==> config.mk <==
export PLATFORM = sky130hd
export DESIGN_NAME = rej_count_fifo
export DESIGN_NICKNAME = d
export VERILOG_FILES = /design/src/rtl/rej_count_fifo.sv
export SDC_FILE = /design/constraint.sdc
export NUM_CORES = 1
export LEC_CHECK = 0
export BUFFER_PORTS_ARGS = -buffer_cell sky130_fd_sc_hd__buf_2
export CAP_MARGIN = 5
export CORE_AREA = 3 3 139 141
export DETAILED_ROUTE_END_ITERATION = 7
export DIE_AREA = 0 0 142 144
export GPL_TIMING_DRIVEN = 0
export PLACE_DENSITY = 0.6
export SLEW_MARGIN = 0
export SYNTH_ARGS = -nofsm -noshare
export SYNTH_HDL_FRONTEND = slang
export SYNTH_SLANG_ARGS = --single-unit
==> constraint.sdc <==
create_clock -name clk -period 9.9 [get_ports clk]
set_input_delay 0.99 -clock clk [delete_from_list [all_inputs] [get_ports clk]]
set_output_delay 0.99 -clock clk [all_outputs]
set_load 0.02 [all_outputs]
==> src/rtl/rej_count_fifo.sv <==
// FIFO of per-packet reject counts; the head entry counts down in place and retires when exhausted.
// Optional REJ_COUNT_FIFO_STATS_EN adds full/occupancy/sticky overflow status ports.
module rej_count_fifo #(
   parameter int COUNT_WIDTH = 8,
   parameter int DEPTH       = 16
) (
   input  logic                      clk,
   input  logic                      rst,
   input  logic [COUNT_WIDTH-1:0]    rej_count_in,
   input  logic                      shift_in,
   input  logic                      countdown,
   output logic [COUNT_WIDTH-1:0]    head,
   output logic                      head_valid
`ifdef REJ_COUNT_FIFO_STATS_EN
   ,
   output logic                      full,
   output logic [$clog2(DEPTH+1)-1:0] occupancy,
   output logic                      overflow
`endif
);

   localparam int PTR_W = $clog2(DEPTH);
   localparam int OCC_W = $clog2(DEPTH + 1);
   localparam logic [PTR_W-1:0] PTR_LAST = PTR_W'(DEPTH - 1);
   localparam logic [OCC_W-1:0] OCC_FULL = OCC_W'(DEPTH);

   logic [COUNT_WIDTH-1:0] mem [DEPTH];
   logic [PTR_W-1:0]       rd_ptr;
   logic [PTR_W-1:0]       wr_ptr;
   logic [OCC_W-1:0]       occ_q;

   logic [COUNT_WIDTH-1:0] cur_head;
   logic                   is_empty;
   logic                   is_full;
   logic                   cd_act;
   logic                   pop;
   logic                   dec;
   logic                   push;

   assign cur_head = mem[rd_ptr];
   assign is_empty = (occ_q == '0);
   assign is_full  = (occ_q == OCC_FULL);
   assign cd_act   = countdown && !is_empty;
   // A head of 0 or 1 retires on this countdown; larger values decrement in place.
   assign pop      = cd_act && (cur_head <= COUNT_WIDTH'(1));
   assign dec      = cd_act && (cur_head > COUNT_WIDTH'(1));
   // A pop at the same edge frees the slot, so a push into a full FIFO still lands.
   assign push     = shift_in && (!is_full || pop);

   assign head       = is_empty ? '0 : cur_head;
   assign head_valid = !is_empty;

   // Push and in-place decrement never hit the same slot: when full, a push implies a pop.
   always_ff @(posedge clk) begin
      if (push)
         mem[wr_ptr] <= rej_count_in;
      if (dec)
         mem[rd_ptr] <= cur_head - COUNT_WIDTH'(1);
   end

   always_ff @(posedge clk or posedge rst) begin
      if (rst) begin
         rd_ptr <= '0;
         wr_ptr <= '0;
         occ_q  <= '0;
      end else begin
         if (push)
            wr_ptr <= (wr_ptr == PTR_LAST) ? '0 : wr_ptr + PTR_W'(1);
         if (pop)
            rd_ptr <= (rd_ptr == PTR_LAST) ? '0 : rd_ptr + PTR_W'(1);
         if (push && !pop)
            occ_q <= occ_q + OCC_W'(1);
         else if (pop && !push)
            occ_q <= occ_q - OCC_W'(1);
      end
   end

`ifdef REJ_COUNT_FIFO_STATS_EN
   logic overflow_q;

   always_ff @(posedge clk or posedge rst) begin
      if (rst)
         overflow_q <= 1'b0;
      else if (shift_in && !push)
         overflow_q <= 1'b1;
   end

   assign full      = is_full;
   assign occupancy = occ_q;
   assign overflow  = overflow_q;
`endif

endmodule

==> results_dict.tcl, run 1 <==
set metrics [dict create \
    synth_compound_area_share_pct 4.76 \
    power_leakage_nw 2.99 \
    swShare_pct 38.6 \
    p_per_area_nw_per_um2 265 \
    cp.buffers_inverters 6 \
    viasPerCell 5.77 \
    drc 0 \
    area_growth_pct 11.9 \
    final_nets 574 \
    root_buffer "clkbuf_16" \
    netlist.area_leader.share_pct 48.5 \
    place_inst 757 \
    routed_wl_um 19200 \
    synth_edf_count 128 \
    boundaryPins 21 \
    required_ns 10.21 \
    overflow 0 \
    synthAdderAreaFrac_pct 2.46 \
    dp_slack_ns 3.66 \
    die_w_um 142 \
    drt-pass1-iter-count 6 \
    drv_cap 0 \
    post_cts_buffers 0 \
    cts_max_level 4 \
    drt_iter0_drc 354 \
    num_vias 4550 \
    die_h_um 144 \
    hpwl_um 13900 \
    fp-row-count 49 \
    io_buffers 20 \
    min_period_over_period_pct 63.4 \
    combPwrFrac_pct 39.9 \
    rsz0062_at_grt "no" \
    crit_slowest_cell "clkbuf_1" \
    diodes 0 \
    maxSlewHeadroom_pct 25.8 \
    synth-xor-area-share_pct 1.63 \
    grt_usage_pct 19.6 \
    grt_pass1_vias 4818 \
    seqPwrFrac_pct 34.1 \
    cts_buffers 17 \
    status "finished clean" \
    setup_tns_ns 0 \
    netlist_area_sq_um 7920 \
    synth_ff_type "edfxtp_1" \
    slew_violations 0 \
    place.gp.congestion 0.829 \
    cp-end-kind "flip-flop" \
    ys_warn_count 0 \
    routedWlPerCell_um 24.4 \
    synth_cell_types 51 \
    clk_latency_ns 0.43 \
    critPathArrivalTime_ns 6.59 \
    path_clk_slew_ns 0.06 \
    cts_tree "built" \
    finalWorstSetupSlack_ns 3.63 \
    period_needed_ns 6.27 \
    fin_util_pct 49.0 \
    ys_async_sr_fraction_pct 9.22 \
    cts_resized 0 \
    crit_type "flip-flop to flip-flop" \
    cts.sinks 141 \
    synth_top_area_cell "edfxtp_1" \
    worst_pin_slew_ns 1.11 \
    synthTopCellsByArea "edfxtp_1 (49%), mux2_2 (9.4%), mux4_2 (9.1%), mux2_4 (4.5%), dfrtp_1 (4.1%)" \
    synthSimpleGateAreaFrac_pct 6.79 \
    path_max_fanout 10 \
    power_frac_clock_pct 26.0 \
    p_int_mw 1.44 \
    finalClockSkew_ns 0.00844 \
    holdCritPathClass "flip-flop to flip-flop" \
    avgSynthCellArea_sq_um 15.6 \
    antenna_found_initial 0 \
    ctsHoldBuffers 0 \
    grt_pass1_wl_um 29300 \
    slowest_delay_ns 0.74 \
    die-area_sq_um 20400 \
    antenna_left 0 \
    hold_viol 0 \
    start_util_pct 43.8 \
    fin_area_sq_um 8860 \
    synthMuxAreaShare_pct 28.9 \
    drive_gt1_share_pct 37.1 \
    cp_top_family "buffers and inverters" \
    clockBufferDepth 2 \
    worst_setup_path_start_kind "flip-flop" \
    syn_nets 535 \
    post_dp_cell_area_sq_um 8310 \
    synth-seq-cells 141 \
    syn_inst 508 \
    synth-seq-area-share_pct 52.6 \
    finalSetupViolations 0 \
    path_cells "buf_2, clkbuf_1, mux4_2, a22o_1, a221oi_1, clkbuf_1, clkbuf_1, ha_1, nor2_1, nor2_1, a41oi_1, nand2b_1, inv_1, ha_1, inv_1, fa_1, a21o_1, a21oi_1, xnor2_1, nor2_1, xor2_1" \
    instances_no_fill 789 \
    coreArea_sq_um 18100 \
    timing.fmax_mhz 159 \
    p_sw_mw 0.908 \
    synth_top_family_by_area "multiplexers" \
    peakVddDrop_mv 0.133 \
    grt_max_degree 17 \
]
worst paths after layout:
kind                            from  depth (start not counted)   endpoint  slack [ns]
hold / removal              occ_q[4]                          1   occ_q[4]        0.50
setup reg to reg           rd_ptr[1]                         21   occ_q[4]        3.63
min in group asynchronous        rst                          2  wr_ptr[1]        0.57
setup / recovery           rd_ptr[1]                         21   occ_q[4]        3.63
hold reg to reg             occ_q[4]                          1   occ_q[4]        0.50
max in group asynchronous        rst                          2   occ_q[0]        8.99
power by group through the flow:
stage / Combinational (mW) / Sequential, mW / Clock, mW
after floorplan: 0.667 / 0.799 / 0
after CTS: 0.941 / 0.802 / 0.619
after global routing: 1.01 / 0.812 / 0.640
after detailed placement: 0.937 / 0.813 / 0
final: 0.939 / 0.801 / 0.611
after global placement: 0.914 / 0.810 / 0
metal layers:
| metal | vias to the layer above | share of wire (%) | wire, um | GRT usage [%] |
|---|---|---|---|---|
| met3 | 15 | 3.4 | 662 | 3.87 |
| met1 | 2380 | 46 | 8860 | 27.4 |
| met2 | 87 | 49 | 9510 | 32.0 |
| met4 | 0 | 1.1 | 203 | 4.34 |
| li1 | 2068 | - | - | - |
| met5 | - | 0 | 0 | 0 |
through the flow:
step	hold WS (ns)	power (mW)
2_1_floorplan	0.463	1.47
3_3_place_gp	0.479	1.72
3_5_place_dp	0.489	1.75
4_1_cts	0.502	2.36
5_1_grt	0.528	2.46
6_report	0.496	2.35
state kept, by name, indices dropped and copies added (netlist names):
register	count
wr_ptr	4
mem	128
rd_ptr	4
occ_q	5
cell type report:
| class | instances | area, sq um |
|---|---|---|
| Timing Repair Buffer | 20 | 100 |
| Multi-Input combinational cell | 322 | 3530 |
| Inverter | 10 | 37.5 |
| Buffer | 35 | 186 |
| Tap cell | 229 | 287 |
| Clock buffer | 18 | 429 |
| Sequential cell | 141 | 4170 |
| Fill cell | 1568 | 9220 |
| Clock inverter | 14 | 129 |
worst reg2reg max path, delay by kind of cell (launching register included):
kind,cells,cell delay (ns)
and+or+nand+nor,4,0.61
buffers and inverters,6,2.14
AOI/OAI and AO/OA,5,1.36
adders and majority gates,3,0.99
xor gates and xnor gates,2,0.28
DFF,1,0.38
muxes,1,0.43
cells in the mapped netlist (10+ instances only):
library cell and instances:
mux2_1 27, nand3_1 21, mux2_4 24, mux2_2 66
edfxtp_1 128, nor2_1 14, dfrtp_1 13, ha_1 14
clkbuf_1 24, mux4_2 32, nand2_1 10, mux2i_1 16
inv_1 10, o21bai_1 16
placed cells by master (no fill, tap or decap), drive strengths merged, types with 7 or more instances in the layout:
cell / instances
a21oi: 7
buf: 31
clkbuf: 42
dfrtp: 13
edfxtp: 128
ha: 14
inv: 18
mux2: 117
mux2i: 16
mux4: 32
nand2: 13
nand3: 21
nor2: 28
o21bai: 16
xor2: 7
cells by family after synthesis:
logic type / Yosys count
DFF: 141
xor gates and xnor gates: 13
adders and majority gates: 15
buffers and inverters: 45
muxes: 165
and+or+nand+nor: 80
AOI/OAI and AO/OA: 49
No activity file was read; power rests on OpenSTA's default activity.
==> run 2: changes to the inputs <==
==> constraint.sdc (replaced) <==
create_clock -name clk -period 6.1 [get_ports clk]
set_input_delay 0.61 -clock clk [delete_from_list [all_inputs] [get_ports clk]]
set_output_delay 0.61 -clock clk [all_outputs]
set_load 0.02 [all_outputs]
==> results_dict.tcl, run 2 (same netlist as run 1, synthesis figures left out) <==
set metrics [dict create \
    status "finished clean" \
    cts_max_level 4 \
    antenna_found_initial 0 \
    boundaryPins 21 \
    path_clk_slew_ns 0.06 \
    viasPerCell 5.82 \
    overflow 0 \
    top_register "mem" \
    wl_met1_um 8800 \
    reg2regPathDepth 21 \
    die-area_sq_um 20400 \
    fin_area_sq_um 8870 \
    top_layer_used "met4" \
    drt_iter0_drc 309 \
    power_leakage_nw 3.00 \
    place.gp.congestion 0.829 \
    worst_setup_path_start_kind "flip-flop" \
    io_buffers 20 \
    rsz0062_at_grt "no" \
    diodes 0 \
    crit_type "flip-flop to flip-flop" \
    die_h_um 144 \
    fin_util_pct 49.1 \
    wl_met3_um 679 \
    r2r_setup_slack_ns 0.41 \
    die_w_um 142 \
    final_nets 574 \
    routed_wl_um 19200 \
    cts.sinks 141 \
    slowest_delay_ns 0.43 \
    final_common_cell "edfxtp_1" \
    period_needed_ns 5.69 \
    holdCritPathClass "input port to async pin" \
    finalClockSkew_ns 0.0146 \
    grt_pass1_vias 4818 \
    drive_gt1_share_pct 37.9 \
    hold_viol 0 \
    largest_reg_flops 128 \
    p_per_area_nw_per_um2 431 \
    maxSlewHeadroom_pct 25.6 \
    grt_usage_pct 19.6 \
    num_vias 4592 \
    coreArea_sq_um 18100 \
    post_cts_buffers 0 \
    path_cells "buf_2, buf_2, buf_2, mux4_2, a221oi_2, clkbuf_2, clkbuf_2, ha_1, nor2_1, nor2_1, a41oi_1, nand2b_1, inv_1, ha_1, inv_1, fa_1, a21o_1, a21oi_1, xnor2_1, nor2_1, xor2_1" \
    post_dp_cell_area_sq_um 8310 \
    drv_cap 0 \
    cts_buffers 17 \
    drc 0 \
    peakVddDrop_mv 0.216 \
    crit_slowest_cell "fa_1" \
    root_buffer "clkbuf_16" \
    slew_violations 0 \
    most-common-layout-cells "edfxtp_1 (128), mux2_2 (66), mux4_2 (32), mux2_1 (27)" \
    required_ns 6.41 \
    ctsHoldBuffers 0 \
    min_period_over_period_pct 93.2 \
    top_regs "mem x128, occ_q x5" \
    drt-pass1-iter-count 5 \
    critPathArrivalTime_ns 5.99 \
    fp-row-count 49 \
    routedWlPerCell_um 24.4 \
    fillers 1568 \
    clockBufferDepth 2 \
    timing.fmax_mhz 176 \
    cts_resized 2 \
    clk_latency_ns 0.43 \
    cp_top_family "buffers and inverters" \
    antenna_left 0 \
    cts_tree "built" \
    hpwl_um 13900 \
    grt_max_degree 17 \
    start_util_pct 43.8 \
    cp-end-kind "flip-flop" \
    met2_length_um 9590 \
    timing.hold.ws_ns 0.193 \
    cp_num_cells 21 \
    power_mw 3.82 \
    finalSetupViolations 0 \
    worst_pin_slew_ns 1.11 \
    area_growth_pct 12.1 \
    cp.buffers_inverters 7 \
    path_max_fanout 10 \
    grt_pass1_wl_um 29300 \
]
-- run 2: final timing paths --
path,start,endpoint
worst max-delay path,rd_ptr[1],occ_q[4]
worst min-delay path,rst,wr_ptr[1]
worst max register to register,rd_ptr[1],occ_q[4]
worst min register to register,occ_q[4],occ_q[4]
max in group asynchronous,rst,occ_q[0]
min in group clk,occ_q[4],occ_q[4]
-- run 2: final cells by class --
class	instances	area (sq um)	share of cell area, %
sequential	141	4170	47.0
multi-input combinational	322	3530	39.8
clock buffer	18	429	4.84
tap	229	287	3.23
buffer	35	190	2.14
clock inverter	14	129	1.45
timing repair buffer	20	100	1.13
inverter	10	37.5	0.423
-- run 2: worst reg2reg max path, cell delays in order (launching register included) --
cell	delay (ns)
dfrtp_1	0.38
buf_2	0.33
buf_2	0.39
buf_2	0.38
mux4_2	0.40
a221oi_2	0.42
clkbuf_2	0.28
clkbuf_2	0.30
ha_1	0.32
nor2_1	0.08
nor2_1	0.18
a41oi_1	0.29
nand2b_1	0.29
inv_1	0.10
ha_1	0.19
inv_1	0.11
fa_1	0.43
a21o_1	0.19
a21oi_1	0.18
xnor2_1	0.14
nor2_1	0.06
xor2_1	0.14
-- run 2: power breakdown --
| group | switching [mW] | internal, mW |
|---|---|---|
| logic | 0.955 | 0.576 |
| registers | 0.0670 | 1.23 |
| clock network | 0.455 | 0.537 |
| total | 1.48 | 2.35 |
-- run 2: routing by layer --
layer | vias up | track usage, %
met5 | - | 0
met4 | 0 | 4.34
met3 | 13 | 3.87
met2 | 104 | 32.0
met1 | 2411 | 27.4
li1 | 2064 | -
-- run 2: per-stage QoR --
stage | setup WS (ns) | setup TNS, ns | std cells
finish | 0.415 | 0 | 789
global route | 0.0813 | 0 | 789
CTS | 0.194 | 0 | 789
detailed placement | -0.144 | -0.274 | 757
global placement | -0.0790 | -0.0790 | 757
floorplan | 1.42 | 0 | 508
==> run 3: changes to the inputs <==
--- a/config.mk
+++ b/config.mk
@@ -11,7 +11,7 @@
 export DETAILED_ROUTE_END_ITERATION = 7
 export DIE_AREA = 0 0 142 144
 export GPL_TIMING_DRIVEN = 0
-export PLACE_DENSITY = 0.6
+export PLACE_DENSITY = 0.69
 export SLEW_MARGIN = 0
 export SYNTH_ARGS = -nofsm -noshare
 export SYNTH_HDL_FRONTEND = slang
==> results_dict.tcl, run 3 (same netlist as run 1, synthesis figures left out) <==
set metrics [dict create \
    drt-pass1-iter-count 5 \
    grt_pass1_vias 4857 \
    dp_slack_ns 0.0162 \
    drive_gt1_share_pct 37.9 \
    top_regs "mem x128, occ_q x5" \
    top_register "mem" \
    fp-row-count 49 \
    die_w_um 142 \
    diodes 0 \
    register_area_sq_um 4170 \
    reg2regPathDepth 22 \
    place.gp.congestion 0.879 \
    hpwl_um 13500 \
    finalClockSkew_ns 0.00891 \
    timing.hold.ws_ns 0.185 \
    finalSetupViolations 0 \
    cts_max_level 4 \
    worst_pin_slew_ns 1.23 \
    coreArea_sq_um 18100 \
    power_leakage_nw 3.00 \
    finalWorstSetupSlack_ns 0.432 \
    viasPerCell 5.95 \
    cp-end-kind "flip-flop" \
    maxSlewHeadroom_pct 18.1 \
    clk_latency_ns 0.43 \
    ctsHoldBuffers 0 \
    crit_slowest_cell "dfrtp_1" \
    fillers 1546 \
    grt_pass1_wl_um 28800 \
    die_h_um 144 \
    path_cells "buf_2, buf_2, buf_2, mux4_2, a221oi_1, clkbuf_2, clkbuf_2, ha_1, nor2_1, nor2_1, and3_1, buf_6, buf_12, nand2_4, ha_1, inv_1, ha_1, a21o_1, a21oi_1, xnor2_1, nor2_1, xor2_1" \
    worstReg2RegStart "rd_ptr[1]" \
    hold_viol 0 \
    peakVddDrop_mv 0.257 \
    final_nets 574 \
    largest_reg_flops 128 \
    regToRegEndpoint "occ_q[4]" \
    drt_iter0_drc 456 \
    cts_tree "built" \
    cp_num_cells 22 \
    final_common_cell "edfxtp_1" \
    required_ns 6.41 \
    boundaryPins 21 \
    antenna_left 0 \
    cts_buffers 17 \
    cp_top_family "buffers and inverters" \
    antenna_found_initial 0 \
    period_needed_ns 5.67 \
    cts.sinks 141 \
    num_vias 4697 \
    path_clk_slew_ns 0.06 \
    status "finished clean" \
    slew_violations 0 \
    worst_setup_path_start_kind "flip-flop" \
    setup_tns_ns 0 \
    drc 0 \
    slowest_delay_ns 0.42 \
    grt_max_degree 17 \
    holdCritPathClass "input port to async pin" \
    cp.buffers_inverters 8 \
    multi_input_area_sq_um 3530 \
    overflow 0 \
    rsz0062_at_grt "no" \
    r2r_setup_slack_ns 0.43 \
    grt_usage_pct 19.2 \
    crit_type "flip-flop to flip-flop" \
    power_mw 3.82 \
    instances_no_fill 789 \
    area_growth_pct 12.1 \
    crit_end "occ_q[4]" \
    place_inst 757 \
    timing.fmax_mhz 176 \
    path_max_fanout 10 \
    p_per_area_nw_per_um2 430 \
    root_buffer "clkbuf_16" \
    start_util_pct 43.8 \
    routedWlPerCell_um 24.1 \
    critPathArrivalTime_ns 5.98 \
    io_buffers 20 \
    die-area_sq_um 20400 \
    routed_wl_um 19000 \
    min_period_over_period_pct 92.9 \
    most-common-layout-cells "edfxtp_1 (128), mux2_2 (66), mux4_2 (32), mux2_1 (27)" \
    critPathLaunch "rd_ptr[1]" \
    drv_cap 0 \
    clockBufferDepth 2 \
]
## run 3: changes by cell type in the layout (fill, tap and decap cells not counted), sizes merged
cell    change
clkbuf      -1
clkinv      +4
inv         -4
bufinv      +1
## run 3: worst min path at each step
stage                  start         to  depth (start not counted)
CTS                      rst  wr_ptr[0]                          2
finish                   rst  rd_ptr[1]                          2
floorplan           occ_q[4]   occ_q[4]                          1
global route             rst  rd_ptr[1]                          2
detailed placement  occ_q[4]   occ_q[4]                          1
global placement    occ_q[4]   occ_q[4]                          1
## run 3: layout make-up
cell class | instances | area share [%]
multi-input combinational | 322 | 39.8
timing repair buffer | 20 | 1.13
clock inverter | 15 | 1.56
clock buffer | 17 | 4.79
sequential | 141 | 46.9
buffer | 35 | 2.14
inverter | 10 | 0.423
tap | 229 | 3.23
## run 3: what timing repair did
item                                    4_1_cts  5_1_grt
gates resized for setup                       1        5
buffers inserted                              0        0
endpoints found under the setup margin        1       34
cloned                                        0        0
## run 3: report_power, final
part           switching (mW)  total [mW]  internal [mW]
combinational           0.944        1.52          0.574
clock                   0.426       0.991          0.565
sequential             0.0715        1.31           1.23
## run 3: stage by stage
stage	utilization (%)	cell area, sq um
floorplan	-	7920
global placement	45.9	8310
detailed placement	45.9	8310
CTS	49.1	8870
global route	49.1	8880
finish	49.1	8880
## run 3: routing by layer
| metal | vias up | GRT usage (%) | share of wire, % |
|---|---|---|---|
| met1 | 2443 | 26.4 | 44 |
| li1 | 2062 | - | - |
| met3 | 33 | 4.63 | 4.9 |
| met5 | - | 0 | 0 |
| met4 | 0 | 6.41 | 2.4 |
| met2 | 159 | 30.3 | 48 |
